[config.mk]
export PLATFORM = sky130hd
export DESIGN_NAME = frontend_rw_arbiter
export DESIGN_NICKNAME = d
export VERILOG_FILES = /design/src/rtl/frontend_rw_arbiter_pkg.sv /design/src/rtl/raw_hazard_cmp.sv /design/src/rtl/frontend_rw_arbiter.sv
export VERILOG_INCLUDE_DIRS = /design/src /design/src/rtl
export SDC_FILE = /design/constraint.sdc
export NUM_CORES = 1
export LEC_CHECK = 0
export ABC_AREA = 1
export ABC_CLOCK_PERIOD_IN_PS = 6900
export BUFFER_PORTS_ARGS = -buffer_cell sky130_fd_sc_hd__buf_2
export CAP_MARGIN = 10
export CORE_UTILIZATION = 30
export CTS_BUF_LIST = sky130_fd_sc_hd__clkbuf_4
export DETAILED_ROUTE_END_ITERATION = 10
export GPL_TIMING_DRIVEN = 1
export PLACE_DENSITY = 0.6
export SYNTH_ARGS = -nofsm -noshare
export SYNTH_HDL_FRONTEND = slang
export SYNTH_SLANG_ARGS = --single-unit
export TNS_END_PERCENT = 30
[constraint.sdc]
create_clock -name i_clk -period 6.9 [get_ports i_clk]
set_input_delay 0.345 -clock i_clk [delete_from_list [all_inputs] [get_ports i_clk]]
set_output_delay 0.345 -clock i_clk [all_outputs]
set_load 0.01 [all_outputs]
[src/rtl/define.sv]
// Address field widths and arbitration watermark defaults for the frontend arbiter.
`ifndef FRONTEND_RW_ARBITER_DEFINE_SV
`define FRONTEND_RW_ARBITER_DEFINE_SV

`define BANK_ADDR_BITS 2
`define ROW_ADDR_BITS  8
`define COL_ADDR_BITS  6

`define HIGH_WM_DEF    3
`define LOW_WM_DEF     1
`define STARVE_MAX_DEF 8

`endif

[src/rtl/frontend_rw_arbiter_pkg.sv]
// Shared types for the frontend read/write arbiter: request address and FSM state.
`include "define.sv"

package frontend_rw_arbiter_pkg;

  localparam int ADDR_W_DEF = `BANK_ADDR_BITS + `ROW_ADDR_BITS + `COL_ADDR_BITS;
  localparam int N_PEND     = 4;

  // {bank, row, col}
  typedef logic [ADDR_W_DEF-1:0] addr_t;

  typedef enum logic {
    READ_MODE   = 1'b0,
    WRITE_DRAIN = 1'b1
  } arb_state_t;

endpackage

[src/rtl/raw_hazard_cmp.sv]
// Read-after-write hazard detect: head read address against every queued write address.
module raw_hazard_cmp
  import frontend_rw_arbiter_pkg::*;
#(
  parameter int ADDR_W = ADDR_W_DEF
) (
  input  logic                           rd_valid,
  input  logic [ADDR_W-1:0]              rd_addr,
  input  logic [N_PEND-1:0][ADDR_W-1:0]  pend_addr,
  input  logic [N_PEND-1:0]              pend_vld,
  output logic                           hazard
);

  logic [N_PEND-1:0] match;

  // Per-slot compare, masked by slot validity so an empty queue never flags.
  always_comb begin
    match = '0;
    for (int k = 0; k < N_PEND; k++) begin
      match[k] = pend_vld[k] && (pend_addr[k] == rd_addr);
    end
  end

  assign hazard = rd_valid && (|match);

endmodule

[src/rtl/frontend_rw_arbiter.sv]
// Frontend read/write arbiter: picks one queue head per cycle and presents it as a
// command to the backend controller. Reads are favoured; writes drain on watermark,
// read-after-write hazard or read starvation of a waiting write.
//
// state       | meaning
// READ_MODE   | reads preferred; writes fill cycles with no eligible read
// WRITE_DRAIN | only writes issued until occupancy, hazard and starvation clear
`include "define.sv"

module frontend_rw_arbiter
  import frontend_rw_arbiter_pkg::*;
#(
  parameter int ADDR_W     = `BANK_ADDR_BITS + `ROW_ADDR_BITS + `COL_ADDR_BITS,
  parameter int HIGH_WM    = `HIGH_WM_DEF,
  parameter int LOW_WM     = `LOW_WM_DEF,
  parameter int STARVE_MAX = `STARVE_MAX_DEF
) (
  input  logic                          i_clk,
  input  logic                          i_rst,
  input  logic                          i_rd_valid,
  input  logic [ADDR_W-1:0]             i_rd_addr,
  output logic                          o_rd_pop,
  input  logic                          i_wr_valid,
  input  logic [ADDR_W-1:0]             i_wr_addr,
  input  logic [2:0]                    i_wr_count,
  input  logic [N_PEND-1:0][ADDR_W-1:0] i_wr_pend_addr,
  input  logic [N_PEND-1:0]             i_wr_pend_vld,
  output logic                          o_wr_pop,
  input  logic                          i_backend_controller_ready,
  output logic                          o_cmd_valid,
  output logic                          o_cmd_op,
  output logic [ADDR_W-1:0]             o_cmd_addr,
  output logic                          o_drain
);

  arb_state_t state_q;
  logic [3:0] starve_q;
  logic [3:0] starve_d;
  logic [3:0] starve_after;
  logic [2:0] wr_count_after;
  logic       hazard;
  logic       slot_free;
  logic       force_drain;
  logic       drain_now;
  logic       rd_sel;
  logic       wr_sel;
  logic       wr_left;
  logic       leave_drain;

  raw_hazard_cmp #(
    .ADDR_W (ADDR_W)
  ) u_raw_hazard_cmp (
    .rd_valid  (i_rd_valid),
    .rd_addr   (i_rd_addr),
    .pend_addr (i_wr_pend_addr),
    .pend_vld  (i_wr_pend_vld),
    .hazard    (hazard)
  );

  // Queue selection, pop strobes and drain exit decision for the current cycle.
  always_comb begin
    slot_free   = !o_cmd_valid || i_backend_controller_ready;
    force_drain = (i_wr_count >= 3'(HIGH_WM)) || hazard || (starve_q == 4'(STARVE_MAX));
    // A forced entry already applies drain rules in the transition cycle.
    drain_now   = (state_q == WRITE_DRAIN) || force_drain;

    rd_sel = 1'b0;
    wr_sel = 1'b0;
    if (drain_now) begin
      wr_sel = i_wr_valid;
    end else begin
      rd_sel = i_rd_valid && !hazard;
      wr_sel = !rd_sel && i_wr_valid;
    end

    o_rd_pop = !i_rst && slot_free && rd_sel;
    o_wr_pop = !i_rst && slot_free && wr_sel;
    o_drain  = !i_rst && drain_now;

    // Exit is judged on the queue as it will look after this cycle's pop.
    wr_count_after = i_wr_count - {2'b00, o_wr_pop};
    wr_left        = i_wr_valid && (wr_count_after != 3'd0);
    starve_after   = o_wr_pop ? 4'd0 : starve_q;
    leave_drain    = !wr_left ||
                     ((wr_count_after <= 3'(LOW_WM)) && !hazard &&
                      (starve_after < 4'(STARVE_MAX)));

    starve_d = starve_q;
    if (o_wr_pop) begin
      starve_d = 4'd0;
    end else if (o_rd_pop && i_wr_valid && (starve_q != 4'(STARVE_MAX))) begin
      starve_d = starve_q + 4'd1;
    end
  end

  // FSM state, starvation count and the registered command slot.
  always_ff @(posedge i_clk) begin
    if (i_rst) begin
      state_q     <= READ_MODE;
      starve_q    <= 4'd0;
      o_cmd_valid <= 1'b0;
      o_cmd_op    <= 1'b0;
      o_cmd_addr  <= '0;
    end else begin
      state_q  <= (drain_now && !leave_drain) ? WRITE_DRAIN : READ_MODE;
      starve_q <= starve_d;
      if (o_rd_pop || o_wr_pop) begin
        o_cmd_valid <= 1'b1;
        o_cmd_op    <= o_wr_pop;
        o_cmd_addr  <= o_wr_pop ? i_wr_addr : i_rd_addr;
      end else if (i_backend_controller_ready) begin
        o_cmd_valid <= 1'b0;
      end
    end
  end

endmodule

==> results of run 1 <==
==> cell type report <==
| class | count | share of cell area |
|---|---|---|
| flip-flops and latches | 23 | 0.122 |
| inverters | 102 | 0.102 |
| repair buffers | 128 | 0.170 |
| multi-input cells | 450 | 0.553 |
| well taps | 133 | 0.0442 |
| clock buffers | 4 | 0.00798 |
==> final timing paths <==
check | to
worst max-delay path | state_q$_SDFF_PP0_
worst min-delay path | state_q$_SDFF_PP0_
worst max register to register | state_q$_SDFF_PP0_
worst min register to register | o_cmd_op$_SDFFE_PP0P_
==> where the power goes <==
group	switching, mW	internal, mW	total, mW
logic	0.119	0.0723	0.191
clock network	0.0407	0.0265	0.0673
registers	0.00347	0.140	0.144
==> flip-flops by register name, summed over array words and instances (netlist names) <==
register / cells
o_cmd_addr: 16
o_cmd_op: 1
o_cmd_valid: 1
starve_q: 4
state_q: 1
==> cell usage after synthesis (3+ instances only) <==
master / count
sky130_fd_sc_hd__nand2_1: 201
sky130_fd_sc_hd__nor2_1: 108
sky130_fd_sc_hd__inv_1: 90
sky130_fd_sc_hd__nand3_1: 34
sky130_fd_sc_hd__nand4_1: 28
sky130_fd_sc_hd__dfxtp_1: 23
sky130_fd_sc_hd__xnor2_1: 14
sky130_fd_sc_hd__nor2_2: 12
sky130_fd_sc_hd__inv_2: 11
sky130_fd_sc_hd__a21oi_1: 9
sky130_fd_sc_hd__o21ai_0: 9
sky130_fd_sc_hd__buf_2: 7
sky130_fd_sc_hd__buf_4: 6
sky130_fd_sc_hd__nand3b_1: 5
sky130_fd_sc_hd__nor3_1: 5
sky130_fd_sc_hd__ha_1: 4
sky130_fd_sc_hd__clkbuf_1: 3
sky130_fd_sc_hd__nand2_2: 3
sky130_fd_sc_hd__xor2_1: 3
==> cells by family (layout without fill, tap and decap cells) <==
family	Yosys count	count (layout)	synth area share
AND/OR/NAND/NOR	407	407	0.582
buffers and inverters	120	234	0.163
flip-flops	23	23	0.152
AO/OA/AOI/OAI	22	22	0.0375
XOR/XNOR	17	17	0.0490
adder cells (fa/ha/maj)	4	4	0.0165
==> placed cells by master (no fill, tap or decap), drive strengths merged <==
cell type,netlist,final
nand3,36,36
nand2,206,206
o21ai,11,11
xnor2,14,14
nor2,121,121
xor2,3,3
dfxtp,23,23
and2,2,2
a21oi,9,9
nor3,5,5
nand4,28,28
ha,4,4
inv,101,101
nor3b,2,2
buf,15,128
and3,1,1
nand3b,5,5
clkinv,1,1
clkbuf,3,4
nor4,1,1
a21boi,1,1
a31oi,1,1
==> metal layers <==
metal | wire (µm) | vias to the layer above
li1 | - | 2030
met1 | 5060 | 1671
met2 | 5260 | 159
met3 | 836 | 24
met4 | 267 | 0
met5 | 0 | -
==> per-stage QoR <==
| step | cell area [µm²] | worst slack (ps) |
|---|---|---|
| after detailed placement | 3730 | 3690 |
| after CTS | 3760 | 3720 |
| after global routing | 3760 | 3350 |
| after floorplan | 3040 | 4520 |
| after global placement | 3730 | 3850 |
| final | 3760 | 3700 |
==> worst min-delay path, stage by stage <==
cell and delay, ps:
sky130_fd_sc_hd__buf_2 120, sky130_fd_sc_hd__nand4_1 80, sky130_fd_sc_hd__nor2_1 40
==> qor.csv, run 1 <==
stage,metric,value,unit
logic_synthesis,synth.net_count,705,
global_routing,largest_net_degree_at_the_start_of_global_routing,24,
sta,finalCritPeriodShare,0.464,
min_path,hold_start,i_wr_valid,
critical_path,critical_path.cell_chain,inv_1 -> ha_1 -> nand2_1 -> nor2_1 -> nor4_2 -> and2_1 -> nand2_4 -> nand2_1 -> inv_1 -> ha_1 -> ha_1 -> xnor2_1 -> nand2_1 -> inv_1 -> nand2_1 -> a21oi_1 -> nor2_1,
finish,layoutNonFillerInstCount,840,
critical_path,crit_type,reg -> reg,
global_routing,global_route_wire_length_before_repair,17.3,mm
global_routing,grt_util_met3,0.0298,
logic_synthesis,syn_area_per_cell,5.13,µm²
critical_path,worstSetupPathDepth,17,
die,boundaryPins,129,
detailed_routing,detail_route.wl_per_cell,13.6,µm
placement,place_hpwl,9.62,mm
logic_synthesis,synth_enable_flop_cells,0,
finish,final_util,0.385,
global_routing,antenna_found_initial,0,
placement,io_buffer_count,128,
finish,multi_input_area,2080,µm²
sta,hold_ws,297,ps
power,max-vdd-ir-drop,0.0522,mV
clocking,cts_made_buffers,3,
logic_synthesis,yosys_warnings,0,
run_status,run_status,"complete, no violations",
sta,finalWorstPathRequiredPeriod,3200,ps
sta,slew_at_the_pin_with_the_worst_max_slew_slack,818,ps
clocking,ctsRootBufferMaster,sky130_fd_sc_hd__clkbuf_4,
die,core-area,9770,µm²
clocking,cts_tree,built,
clocking,path_clk_slew,120,ps
critical_path,critical_path_startpoint_category,flop,
critical_path,reg2reg_slack,3700,ps
die,die_width,103,µm
finish,diodes,0,
global_routing,grt.met1_usage,0.280,
min_path,hold_path_cells,3,
logic_synthesis,synth.distinct_cells,32,
critical_path,worstPathBufferInverterCount,3,
logic_synthesis,yosys.area.top_type_share,0.248,
logic_synthesis,synth_area_leader_cell,sky130_fd_sc_hd__nand2_1,
logic_synthesis,postSynthCellCount,593,
global_routing,groute.usage.overall,0.217,
clocking,tritoncts_num_sinks,23,
logic_synthesis,proportion_of_synthesized_chip_area_in_sequential_cells,0.152,
global_routing,grt_busiest_layer,met2,
global_routing,met2_routing_resource_usage_after_global_routing,0.371,
clocking,clock_tree.buffer_depth,2,
finish,nets,820,
sta,fin_worst_skew,10.1,ps
sta,rsz0062_at_grt,no,
detailed_routing,final_antenna_net_count,0,
die,number_of_placement_rows,36,
sta,achievable-frequency,312,MHz
finish,fraction_of_final_layout_cells_sized_beyond_drive_strength_1,0.232,
sta,slew-limit-headroom,0.455,
detailed_routing,routed_wl,11.4,mm
run,drv.max_cap_violation_count,0,
clocking,htree_num_levels,1,
sta,slew_viol_final,0,
critical_path,reg2reg_from,starve_q[0]$_SDFFE_PP0P_,
power,post-layout-total-power,0.402,mW
logic_synthesis,post_synthesis_register_bit_count,23,
clocking,holdBufCountCts,0,
detailed_routing,drc,0,
die,design.die.area,10500,µm²
sta,fin_tns_setup,0,ps
die,initial_utilization,0.311,
power,power-per-cell-area,107,nW/µm²
detailed_routing,vias,3884,
placement,dpl.cell_count,836,
critical_path,cp.arrival,3420,ps
clocking,post-cts-setup-buffers,0,
critical_path,worst_setup_path_startpoint,starve_q[0]$_SDFFE_PP0P_,
finish,filler_cells_inserted,1135,
logic_synthesis,async_set_or_reset_flop_fraction_in_the_synthesized_netlist,0,
logic_synthesis,synth_flop_cell,sky130_fd_sc_hd__dfxtp_1,
sta,finalHoldViolations,0,
finish,area.sequential,460,µm²
sta,report.final.setup_viol,0,
min_path,holdCritPathClass,in -> reg,
clocking,clkLatencyLatePin,320,ps
critical_path,slowest_delay,720,ps
logic_synthesis,synth.top_cells.by_area,"sky130_fd_sc_hd__nand2_1 25%, sky130_fd_sc_hd__dfxtp_1 15%, sky130_fd_sc_hd__nor2_1 13%",
placement,routabilityCongestion,0.941,
critical_path,critical_path_required,7120,ps
critical_path,critical-path-top-cell-by-count,sky130_fd_sc_hd__nand2_1,
critical_path,critical-path-slowest-cell,sky130_fd_sc_hd__and2_1,
critical_path,setup.worst_path.end_class,flop,
power,cellLeakagePower,2.27,nW
finish,areaGrowthSynthToFinish,23.8,%
critical_path,crit_fanout,23,
logic_synthesis,syn-cell-area,3040,µm²
detailed_routing,dr_pass1_iterations,7,
detailed_routing,drtIter0Drc,254,
die,floorplan.die.height,103,µm
detailed_routing,via_per_inst,4.62,
clocking,postCtsResizedCells,0,
global_routing,first_global_vias,3637,
global_routing,globalRoute.totalOverflow,0,
critical_path,worst_path_dominant_cell_family,simple AND/OR/NAND/NOR gates,
critical_path,reg2reg_depth,17,
(Power assumes the default switching activity.)
==> inputs of run 2 (changes only) <==
--- a/config.mk
+++ b/config.mk
@@ -7,7 +7,7 @@
 export NUM_CORES = 1
 export LEC_CHECK = 0
 export ABC_AREA = 1
-export ABC_CLOCK_PERIOD_IN_PS = 6900
+export ABC_CLOCK_PERIOD_IN_PS = 3090
 export BUFFER_PORTS_ARGS = -buffer_cell sky130_fd_sc_hd__buf_2
 export CAP_MARGIN = 10
 export CORE_UTILIZATION = 30
==> constraint.sdc (replaced) <==
create_clock -name i_clk -period 3.09 [get_ports i_clk]
set_input_delay 0.1545 -clock i_clk [delete_from_list [all_inputs] [get_ports i_clk]]
set_output_delay 0.1545 -clock i_clk [all_outputs]
set_load 0.01 [all_outputs]
==> run 2 against run 1 <==
Combinational power increased by 130%. Sequential share of layout area is 0.12 points lower. Fmax grew 24%. Critical path type unchanged.
==> qor.csv, run 2 (same netlist as run 1, synthesis figures left out) <==
stage,metric,value,unit
power,power-per-cell-area,238,nW/µm²
detailed_routing,dr_pass1_iterations,7,
die,initial_utilization,0.311,
finish,mostFrequentLayoutCell,sky130_fd_sc_hd__nand2_1,
placement,io_buffer_count,128,
critical_path,cp.arrival,2810,ps
clocking,cts_tree,built,
global_routing,global_route_wire_length_before_repair,18.1,mm
power,cellLeakagePower,2.30,nW
sta,finalWorstPathRequiredPeriod,2590,ps
clocking,clkLatencyLatePin,310,ps
detailed_routing,vias,3987,
detailed_routing,drc,0,
die,boundaryPins,129,
sta,rsz0062_at_grt,no,
sta,fin_tns_setup,0,ps
clocking,holdBufCountCts,0,
detailed_routing,drtIter0Drc,279,
placement,routabilityCongestion,0.909,
sta,achievable-frequency,387,MHz
die,die_width,103,µm
critical_path,crit_type,reg -> reg,
clocking,htree_num_levels,1,
power,max-vdd-ir-drop,0.0947,mV
global_routing,largest_net_degree_at_the_start_of_global_routing,23,
sta,slew-limit-headroom,0.788,
critical_path,critical_path.cell_chain,inv_1 -> ha_1 -> nand2_1 -> nor2_1 -> nor4_2 -> and2_1 -> nand2_4 -> nand2_1 -> inv_1 -> ha_1 -> ha_1 -> xnor2_1 -> nand2_1 -> inv_1 -> nand2_1 -> a21oi_1 -> nor2_1,
min_path,holdCritPathClass,in -> reg,
critical_path,slowest_delay,400,ps
detailed_routing,detail_route.wl_per_cell,13.8,µm
sta,report.final.setup_viol,0,
finish,fraction_of_final_layout_cells_sized_beyond_drive_strength_1,0.237,
detailed_routing,routed_wl,11.7,mm
run,drv.max_cap_violation_count,0,
sta,slew_viol_final,0,
placement,place_hpwl,9.74,mm
finish,diodes,0,
finish,multi_input_area,2080,µm²
clocking,postCtsResizedCells,0,
clocking,clock_tree.buffer_depth,2,
critical_path,worstPathBufferInverterCount,3,
finish,largest_register,o_cmd_addr,
critical_path,critical_path_required,3320,ps
clocking,cts_made_buffers,3,
global_routing,groute.usage.overall,0.223,
global_routing,globalRoute.totalOverflow,0,
sta,fin_worst_skew,3.21,ps
sta,finalHoldViolations,0,
finish,nets,825,
finish,layout_common_cells,"201 x sky130_fd_sc_hd__nand2_1, 128 x sky130_fd_sc_hd__buf_2, 108 x sky130_fd_sc_hd__nor2_1",
critical_path,setup.worst_path.end_class,flop,
detailed_routing,via_per_inst,4.72,
finish,area.sequential,460,µm²
finish,areaGrowthSynthToFinish,25.0,%
clocking,path_clk_slew,130,ps
critical_path,critical-path-slowest-cell,sky130_fd_sc_hd__dfxtp_1,
critical_path,crit_fanout,18,
critical_path,critical-path-top-cell-by-count,sky130_fd_sc_hd__nand2_1,
finish,final_util,0.389,
clocking,post-cts-setup-buffers,0,
die,floorplan.die.height,103,µm
power,post-layout-total-power,0.906,mW
critical_path,worst_path_dominant_cell_family,simple AND/OR/NAND/NOR gates,
finish,biggestRegsByFlops,"o_cmd_addr (16), starve_q (4)",
global_routing,first_global_vias,3690,
global_routing,antenna_found_initial,0,
clocking,ctsRootBufferMaster,sky130_fd_sc_hd__clkbuf_4,
detailed_routing,final_antenna_net_count,0,
finish,max_reg_flops,16,
die,design.die.area,10500,µm²
run_status,run_status,"complete, no violations",
sta,finalCritPeriodShare,0.837,
die,number_of_placement_rows,36,
critical_path,critical_path_startpoint_category,flop,
die,core-area,9770,µm²
clocking,tritoncts_num_sinks,23,
sta,slew_at_the_pin_with_the_worst_max_slew_slack,316,ps
finish,filler_cells_inserted,1136,
-- run 2: stage by stage --
step	setup WS [ps]	hold WS (ps)	cell area, µm²	cells
final	505	93.0	3800	845
after global routing	194	74.7	3800	845
after CTS	496	86.1	3800	845
after detailed placement	528	435	3770	841
after global placement	635	439	3770	841
after floorplan	712	302	3040	593
-- run 2: where the power goes --
part	total, mW	internal (mW)	switching, mW
clock network	0.152	0.0592	0.0927
registers	0.321	0.313	0.00817
logic	0.433	0.165	0.267
-- run 2: layout make-up --
type / count / share of cell area
Clock buffer: 4 / 0.00790
Timing Repair Buffer: 133 / 0.178
Multi-Input combinational cell: 450 / 0.548
Tap cell: 133 / 0.0438
Inverter: 102 / 0.101
Sequential cell: 23 / 0.121
-- run 2: worst register-to-register path, delay by kind of cell (launching register included) --
family	cells	cell delay [ps]
AO/OA/AOI/OAI	1	120
adder cells (fa/ha/maj)	3	560
flip-flops	1	400
buffers and inverters	3	210
AND/OR/NAND/NOR	9	1060
XOR/XNOR	1	150
-- run 2: metal layers --
layer / track usage / part of all wire
met1: 0.294 / 0.43
met2: 0.398 / 0.48
met3: 0.0237 / 0.077
met4: 0.0341 / 0.013
met5: 0 / 0
-- run 2: worst paths after layout --
path / startpoint / to / slack [ps] / depth (start not counted)
max: starve_q[0]$_SDFFE_PP0P_ / state_q$_SDFF_PP0_ / 500 / 17
min: i_wr_valid / state_q$_SDFF_PP0_ / 90 / 3
max reg2reg: starve_q[0]$_SDFFE_PP0P_ / state_q$_SDFF_PP0_ / 500 / 17
min reg2reg: o_cmd_op$_SDFFE_PP0P_ / o_cmd_op$_SDFFE_PP0P_ / 490 / 2
==> inputs of run 3 (changes only) <==
--- a/config.mk
+++ b/config.mk
@@ -6,15 +6,15 @@
 export SDC_FILE = /design/constraint.sdc
 export NUM_CORES = 1
 export LEC_CHECK = 0
-export ABC_AREA = 1
-export ABC_CLOCK_PERIOD_IN_PS = 3090
+export ABC_AREA = 0
+export ABC_CLOCK_PERIOD_IN_PS = 2100
 export BUFFER_PORTS_ARGS = -buffer_cell sky130_fd_sc_hd__buf_2
 export CAP_MARGIN = 10
 export CORE_UTILIZATION = 30
 export CTS_BUF_LIST = sky130_fd_sc_hd__clkbuf_4
 export DETAILED_ROUTE_END_ITERATION = 10
 export GPL_TIMING_DRIVEN = 1
-export PLACE_DENSITY = 0.6
+export PLACE_DENSITY = 0.66
 export SYNTH_ARGS = -nofsm -noshare
 export SYNTH_HDL_FRONTEND = slang
 export SYNTH_SLANG_ARGS = --single-unit
==> constraint.sdc (replaced) <==
create_clock -name i_clk -period 2.1 [get_ports i_clk]
set_input_delay 0.105 -clock i_clk [delete_from_list [all_inputs] [get_ports i_clk]]
set_output_delay 0.105 -clock i_clk [all_outputs]
set_load 0.01 [all_outputs]
==> run 3 against run 2 <==
The run now ends with setup timing left. Worst setup slack worse by 650 ps. Combinational power is 18% higher. Sequential power is 52% higher. Largest cell class unchanged.
==> qor.csv, run 3 <==
stage,metric,value,unit
finish,biggestRegsByFlops,"o_cmd_addr (16), starve_q (4)",
finish,diodes,0,
logic_synthesis,synth_top_cells_by_count,"49 x sky130_fd_sc_hd__xnor2_1, 32 x sky130_fd_sc_hd__o211ai_1, 25 x sky130_fd_sc_hd__inv_1, 23 x sky130_fd_sc_hd__dfxtp_1, 16 x sky130_fd_sc_hd__xor2_1",
finish,largest_register,o_cmd_addr,
logic_synthesis,yosys.cell_count.top_type,sky130_fd_sc_hd__xnor2_1,
logic_synthesis,yosys_warnings,0,
clocking,ctsRootBufferMaster,sky130_fd_sc_hd__clkbuf_4,
power,p_sw,0.404,mW
logic_synthesis,yosys.area.top_type_share,0.205,
critical_path,critical-path-slowest-cell,sky130_fd_sc_hd__dfxtp_2,
global_routing,global_route_wire_length_before_repair,11.3,mm
clocking,cts_made_buffers,3,
power,power-per-cell-area,381,nW/µm²
clocking,tritoncts_num_sinks,23,
die,floorplan.die.height,88.4,µm
clocking,path_clk_slew,130,ps
clocking,clkLatencyLatePin,310,ps
finish,max_reg_flops,16,
die,design.die.area,7820,µm²
finish,fraction_of_final_layout_cells_sized_beyond_drive_strength_1,0.496,
clocking,htree_num_levels,1,
logic_synthesis,async_set_or_reset_flop_fraction_in_the_synthesized_netlist,0,
critical_path,worst_path_dominant_cell_family,simple AND/OR/NAND/NOR gates,
finish,filler_cells_inserted,770,
logic_synthesis,synth_enable_flop_cells,0,
power,post-layout-total-power,1.22,mW
critical_path,critical-path-top-cell-by-count,sky130_fd_sc_hd__ha_4,
detailed_routing,drc,0,
critical_path,setup.worst_path.end_class,flop,
placement,routabilityCongestion,0.874,
critical_path,worstPathBufferInverterCount,1,
die,boundaryPins,129,
detailed_routing,vias,2416,
power,netSwitchingFraction,0.331,
placement,place_hpwl,6.05,mm
clocking,clock_tree.buffer_depth,2,
critical_path,critical_path_required,2330,ps
sta,slew-limit-headroom,0.538,
sta,postLayoutSetupSlackWorst,-150,ps
logic_synthesis,syn_area_per_cell,8.59,µm²
power,max-vdd-ir-drop,0.143,mV
detailed_routing,final_antenna_net_count,0,
sta,rsz0062_at_grt,yes,
critical_path,cp.arrival,2480,ps
power,p_clk_frac,0.183,
logic_synthesis,syn-cell-area,2240,µm²
run,drv.max_cap_violation_count,0,
detailed_routing,via_per_inst,4.87,
die,number_of_placement_rows,31,
detailed_routing,detail_route.wl_per_cell,14.8,µm
critical_path,slowest_delay,360,ps
logic_synthesis,post_synthesis_register_bit_count,23,
global_routing,largest_net_degree_at_the_start_of_global_routing,41,
global_routing,antenna_found_initial,0,
power,cellLeakagePower,1.40,nW
sta,slew_viol_final,0,
logic_synthesis,synth_area_leader_cell,sky130_fd_sc_hd__dfxtp_1,
power,sequentialPowerShare,0.399,
die,core-area,7250,µm²
finish,mostFrequentLayoutCell,sky130_fd_sc_hd__buf_2,
sta,fin_tns_setup,-150,ps
finish,multi_input_area,1560,µm²
logic_synthesis,synth.top_cells.by_area,"sky130_fd_sc_hd__dfxtp_1 21%, sky130_fd_sc_hd__xnor2_1 19%, sky130_fd_sc_hd__o211ai_1 11%",
critical_path,crit_fanout,2,
logic_synthesis,synth.net_count,373,
logic_synthesis,synth_flop_cell,sky130_fd_sc_hd__dfxtp_1,
min_path,holdCritPathClass,in -> reg,
sta,finalCritPeriodShare,1.07,
clocking,cts_tree,built,
critical_path,critical_path_startpoint_category,flop,
placement,io_buffer_count,128,
sta,achievable-frequency,444,MHz
finish,nets,510,
finish,final_util,0.442,
die,initial_utilization,0.309,
power,cellInternalPower,0.817,mW
sta,slew_at_the_pin_with_the_worst_max_slew_slack,692,ps
logic_synthesis,synth.distinct_cells,38,
finish,area.sequential,463,µm²
detailed_routing,dr_pass1_iterations,4,
sta,report.final.setup_viol,1,
run_status,run_status,finished with violations,
finish,layout_common_cells,"127 x sky130_fd_sc_hd__buf_2, 48 x sky130_fd_sc_hd__xnor2_1, 32 x sky130_fd_sc_hd__o211ai_1, 32 x sky130_fd_sc_hd__buf_4, 23 x sky130_fd_sc_hd__inv_1",
die,die_width,88.4,µm
power,combPwrFrac,0.418,
critical_path,crit_type,reg -> reg,
detailed_routing,routed_wl,7.34,mm
logic_synthesis,postSynthCellCount,261,
global_routing,groute.usage.overall,0.189,
detailed_routing,drtIter0Drc,78,
sta,fin_worst_skew,8.24,ps
run_status,failed_checks,setup timing,
sta,finalWorstPathRequiredPeriod,2250,ps
finish,areaGrowthSynthToFinish,42.9,%
logic_synthesis,proportion_of_synthesized_chip_area_in_sequential_cells,0.205,
global_routing,globalRoute.totalOverflow,0,
sta,finalHoldViolations,0,
global_routing,first_global_vias,2328,
critical_path,critical_path.cell_chain,inv_2 -> ha_4 -> nand2_2 -> nor2_2 -> nor3_2 -> nand3_2 -> nor2_4 -> nor2_4 -> ha_4 -> ha_4 -> xnor2_2 -> nand2_1 -> a221o_1 -> o211a_1,
[run 3: per-layer routing]
layer	wire length (µm)	share of wire	GRT usage	vias up
li1	-	-	-	1202
met1	3120	0.43	0.242	1085
met2	3610	0.49	0.339	120
met3	520	0.071	0.0187	9
met5	0	0	0	-
met4	85	0.012	0.0440	0
[run 3: cell families after synthesis]
family / after synthesis / share of synthesized area
compound gates: 61 / 0.247
xor+xnor: 65 / 0.254
simple gates: 52 / 0.131
fa+ha+maj: 4 / 0.0223
buf+inv: 56 / 0.141
flops: 23 / 0.205
[run 3: worst paths after layout]
path                            startpoint                        to  slack [ps]  cells past startpoint
setup / recovery  starve_q[1]$_SDFFE_PP0P_        state_q$_SDFF_PP0_        -150                     14
hold / removal                  i_wr_valid  o_cmd_valid$_SDFFE_PP0P_          30                      2
setup reg to reg  starve_q[1]$_SDFFE_PP0P_        state_q$_SDFF_PP0_        -150                     14
hold reg to reg      o_cmd_op$_SDFFE_PP0P_     o_cmd_op$_SDFFE_PP0P_         490                      2
[run 3: stage by stage]
stage	hold slack (ps)	instance area, µm²	instances	worst slack, ps
final	34.3	3200	496	-150
after global routing	38.8	3200	496	-309
after CTS	29.7	3140	493	-166
after detailed placement	370	3070	486	-509
after global placement	366	3070	486	-513
after floorplan	241	2310	261	-332
[run 3: cell type report]
class	instances	area share
timing repair buffer	162	0.287
sequential	23	0.145
multi-input combinational	182	0.486
inverter	26	0.0344
clock buffer	4	0.00938
tap	99	0.0387
[run 3: timing repair]
action,CTS,global route
hold endpoints to repair,0,0
buffers inserted,3,5
endpoints found under the setup margin,4,20
resized for setup,5,8
hold buffers,0,0
pin swaps,13,1
[run 3: power groups by stage]
stage,combinational [mW],clock [mW],sequential (mW)
floorplan,0.275,0,0.510
global placement,0.492,0,0.497
detailed placement,0.498,0,0.498
CTS,0.508,0.230,0.488
global route,0.559,0.247,0.491
finish,0.510,0.224,0.487
[run 3: worst register-to-register path: cells and delay by family, from the launching register on]
kind / cells / cell delay [ps]
fa+ha+maj: 3 / 450
buf+inv: 1 / 40
xor+xnor: 1 / 140
compound gates: 2 / 450
flops: 1 / 360
simple gates: 7 / 710
